===== config.mk =====
export PLATFORM = sky130hd
export DESIGN_NAME = debounce_multi
export DESIGN_NICKNAME = d
export VERILOG_FILES = /design/src/rtl/debounce_multi.sv
export SDC_FILE = /design/constraint.sdc
export NUM_CORES = 1
export LEC_CHECK = 0
export BUFFER_PORTS_ARGS = -buffer_cell sky130_fd_sc_hd__buf_2
export CAP_MARGIN = 20
export CORE_UTILIZATION = 35
export DETAILED_ROUTE_END_ITERATION = 7
export GPL_TIMING_DRIVEN = 0
export SKIP_LAST_GASP = 1
export SYNTH_ARGS = -nofsm -noshare
export SYNTH_HDL_FRONTEND = slang
export SYNTH_SLANG_ARGS = --single-unit

===== constraint.sdc =====
create_clock -name clk -period 1.35 [get_ports clk]
set_input_delay 0.0675 -clock clk [delete_from_list [all_inputs] [get_ports clk]]
set_output_delay 0.0675 -clock clk [all_outputs]
set_load 0.02 [all_outputs]

===== src/rtl/debounce_multi.sv =====
// Multi-channel push-button conditioner: two-flop synchroniser, stability
// qualification, clean level plus registered press/release/long-press pulses.
module debounce_multi #(
    parameter int CHANNELS      = 4,
    parameter int STABLE_CYCLES = 4,
    parameter int LONG_CYCLES   = 0
) (
    input  logic                clk,
    input  logic                rst_n,
    input  logic [CHANNELS-1:0] button_in,
    output logic [CHANNELS-1:0] button_debounce,
    output logic [CHANNELS-1:0] press_pulse,
    output logic [CHANNELS-1:0] release_pulse,
    output logic [CHANNELS-1:0] long_pulse
);

    localparam int CW_RAW = $clog2(STABLE_CYCLES + 1);
    localparam int CW     = (CW_RAW < 1) ? 1 : CW_RAW;
    localparam logic [CW-1:0] CNT_LAST = CW'(STABLE_CYCLES - 1);

    for (genvar g = 0; g < CHANNELS; g++) begin : g_ch
        logic          s1;
        logic          s2;
        logic          level;
        logic          press_r;
        logic          release_r;
        logic [CW-1:0] cnt;

        // Synchroniser and stability qualification; any agreeing sample restarts the count.
        always_ff @(posedge clk or negedge rst_n) begin
            if (!rst_n) begin
                s1        <= 1'b0;
                s2        <= 1'b0;
                level     <= 1'b0;
                cnt       <= '0;
                press_r   <= 1'b0;
                release_r <= 1'b0;
            end else begin
                s1        <= button_in[g];
                s2        <= s1;
                press_r   <= 1'b0;
                release_r <= 1'b0;
                if (s2 == level) begin
                    cnt <= '0;
                end else if (cnt == CNT_LAST) begin
                    level     <= s2;
                    cnt       <= '0;
                    press_r   <= s2;
                    release_r <= ~s2;
                end else begin
                    cnt <= cnt + 1'b1;
                end
            end
        end

        assign button_debounce[g] = level;
        assign press_pulse[g]     = press_r;
        assign release_pulse[g]   = release_r;

        if (LONG_CYCLES > 0) begin : g_long
            localparam int HW = (LONG_CYCLES > 1) ? $clog2(LONG_CYCLES + 1) : 1;
            localparam logic [HW-1:0] HOLD_LAST = HW'(LONG_CYCLES - 1);
            localparam logic [HW-1:0] HOLD_SAT  = HW'(LONG_CYCLES);

            logic [HW-1:0] hcnt;
            logic          long_r;

            // Hold counter parks at HOLD_SAT so a single hold yields one pulse.
            function automatic logic [HW-1:0] hold_inc(input logic [HW-1:0] h);
                return (h == HOLD_SAT) ? h : h + 1'b1;
            endfunction

            always_ff @(posedge clk or negedge rst_n) begin
                if (!rst_n) begin
                    hcnt   <= '0;
                    long_r <= 1'b0;
                end else begin
                    long_r <= 1'b0;
                    if (!level) begin
                        hcnt <= '0;
                    end else if (hcnt == HOLD_LAST) begin
                        hcnt   <= HOLD_SAT;
                        long_r <= 1'b1;
                    end else begin
                        hcnt <= hold_inc(hcnt);
                    end
                end
            end

            assign long_pulse[g] = long_r;
        end else begin : g_nolong
            assign long_pulse[g] = 1'b0;
        end
    end

endmodule


==> impl_metrics.ini <==
[routing]
via_per_inst = 4.19
drt_iter0_markers = 8
drcViolationCount = 0
wl_um = 1620
vias = 687
dr.pass1.iters = 3
wire_per_inst_um = 9.86
detail-route-antenna-nets = 0

[sta]
fin_skew_ns = 0.00227
relSlewSlack = 0.544
report.final.hold_viol_count = 0
fmax_mhz = 847
rsz0062_at_grt = false
hold_ws_ns = 0.317
maxSlewViolCount = 0
fin_setup_tns_ns = 0
setup_violations = 0
tightest_slew_ns = 0.684
fin_crit_ns = 1.18
min_period_over_period = 0.875

[layout]
final_cell_mix = dfrtp_1, buf_2, buf_4, nor3b_1, and3b_1
nNetsFinal = 127
final_common_cell = dfrtp_1
diodes = 0
areaGrowthSynthToFinish_pct = 20.9
drive_above_1_share = 0.398
layout.filler_cells = 318

[clock_network]
cts.htree.levels = 2
cts_buffers = 5
clk_latency_ns = 0.32
cts.sinks = 32
cts_tree = built
cts_root_buffer = clkbuf_4
path_clk_slew_ns = 0.09
cts_max_path_buffers = 2
post_cts_resized = 0
post-cts-setup-buffer-count = 0

[place]
gp_congestion = 0.688
post-dp-hpwl_um = 1130
portBuffers = 17

[critical_path]
critical_path_buf_inv_count = 0
crit_chain = ha_1 > nand2b_4 > mux2_2
crit_arrival_ns = 1.39
end_kind = flip-flop
critical_path_required_ns = 1.56
criticalPathCategory = flip-flop to flip-flop
slowest_delay_ns = 0.39
path_delay_family = flip-flops
reg2reg_slack_ns = 0.17
start_kind = flip-flop
path_max_fanout = 5
slowest_stage = dfrtp_1

[run_status]
status = complete, no violations

[die]
core_um2 = 3390
start_util = 0.372
dieArea_um2 = 3840
num_rows = 21
ios = 22
die_h_um = 62
die_x_um = 62

[power_and_ir_drop]
peakVddDrop_mv = 0.894
p_per_area_nw_per_um2 = 1680
cellLeakagePower_nw = 0.781

[yosys]
avgSynthCellArea_um2 = 14.8
synthesis.area_um2 = 1260
synth_cell_types = 12
yosysSeqAreaShare = 0.636
yosysWarningCount = 0
syn_inst = 85
ys_ff_latch = 32

[grt]
grt_pass1_wl_um = 2960
groute.usage.overall = 0.116
grt_pass1_vias = 673
grt_overflow_total = 0
antenna_found_initial = 0
grt_max_degree = 33

[run]
drv_cap = 0

[worst_hold_path]
hold_path.class = input pin to asynchronous set/reset pin
[sequential cells by signal, indices dropped and copies added, names as in the netlist]
signal / flops
g_ch.level: 4
g_ch.release_r: 4
g_ch.s2: 4
g_ch.cnt: 12
g_ch.press_r: 4
g_ch.s1: 4
[Yosys cell counts]
library cell / instances / area, um2
buf_4: 16 / 120
mux2_2: 4 / 45.0
dfrtp_1: 32 / 801
nor3b_1: 10 / 75.1
nand2b_4: 2 / 27.5
nor3_1: 2 / 10.0
and3b_1: 6 / 52.6
ha_1: 4 / 50.1
nor2b_4: 2 / 27.5
xnor2_1: 4 / 35.0
nor2b_1: 2 / 12.5
conb_1: 1 / 3.75
[logic make-up (layout without fill, tap and decap cells)]
family                     Yosys count  in the layout  synth area share
xor gates and xnor gates             4              4            0.0278
adders and majority gates            4              4            0.0397
buffers and inverters               16             46            0.0953
DFF                                 32             32             0.636
muxes                                4              4            0.0357
other                                1              4           0.00298
and+or+nand+nor                     24             24             0.163
[where the power goes]
group	switching [W]	total, W	internal [W]
sequential	0.000132	0.00127	0.00114
clock	0.000291	0.000548	0.000257
combinational	0.000329	0.000731	0.000402
[layer usage]
layer,global-route usage,part of all wire
met1,0.131,0.43
met3,0.0435,0.062
met5,0,0
met4,0.105,0.040
met2,0.170,0.46
[repair_timing]
item                                    4_1_cts  5_1_grt
endpoints found under the setup margin        0        0
hold endpoints to repair                     36        0
hold buffers                                  5        0
[worst paths after layout]
path	cells after the start	end	start
setup / recovery	3	g_ch[0].level	g_ch[0].cnt[0]
hold / removal	2	g_ch[3].press_r	rst_n
setup reg to reg	3	g_ch[0].level	g_ch[0].cnt[0]
hold reg to reg	0	g_ch[2].s2	g_ch[2].s1
max in group asynchronous	2	g_ch[2].cnt[0]	rst_n
min in group clk	0	g_ch[2].s2	g_ch[2].s1
[worst reg2reg max path: cells and delay by family, from the launching register on]
kind,cells,cell delay [ns]
adder cells (fa/ha/maj),1,0.25
flip-flops,1,0.39
multiplexers,1,0.33
AND/OR/NAND/NOR,1,0.11
[stage by stage]
step	cell area [um2]	power (W)	worst slack [ns]	utilization	cells
3_3_place_gp	1410	0.00198	0.215	0.417	151
6_report	1520	0.00255	0.169	0.449	164
2_1_floorplan	1270	0.00184	0.234	-	88
4_1_cts	1520	0.00261	0.166	0.449	164
5_1_grt	1520	0.00277	0.123	0.449	164
3_5_place_dp	1410	0.00203	0.180	0.417	151
[cell type report]
class | instances | area, um2 | share of cell area
well taps | 46 | 57.6 | 0.0378
flip-flops and latches | 32 | 801 | 0.526
multi-input cells | 40 | 350 | 0.230
plain buffers | 16 | 120 | 0.0789
repair buffers | 22 | 135 | 0.0887
clock buffers | 8 | 58.8 | 0.0386
No activity file was read; power rests on OpenSTA's default activity.
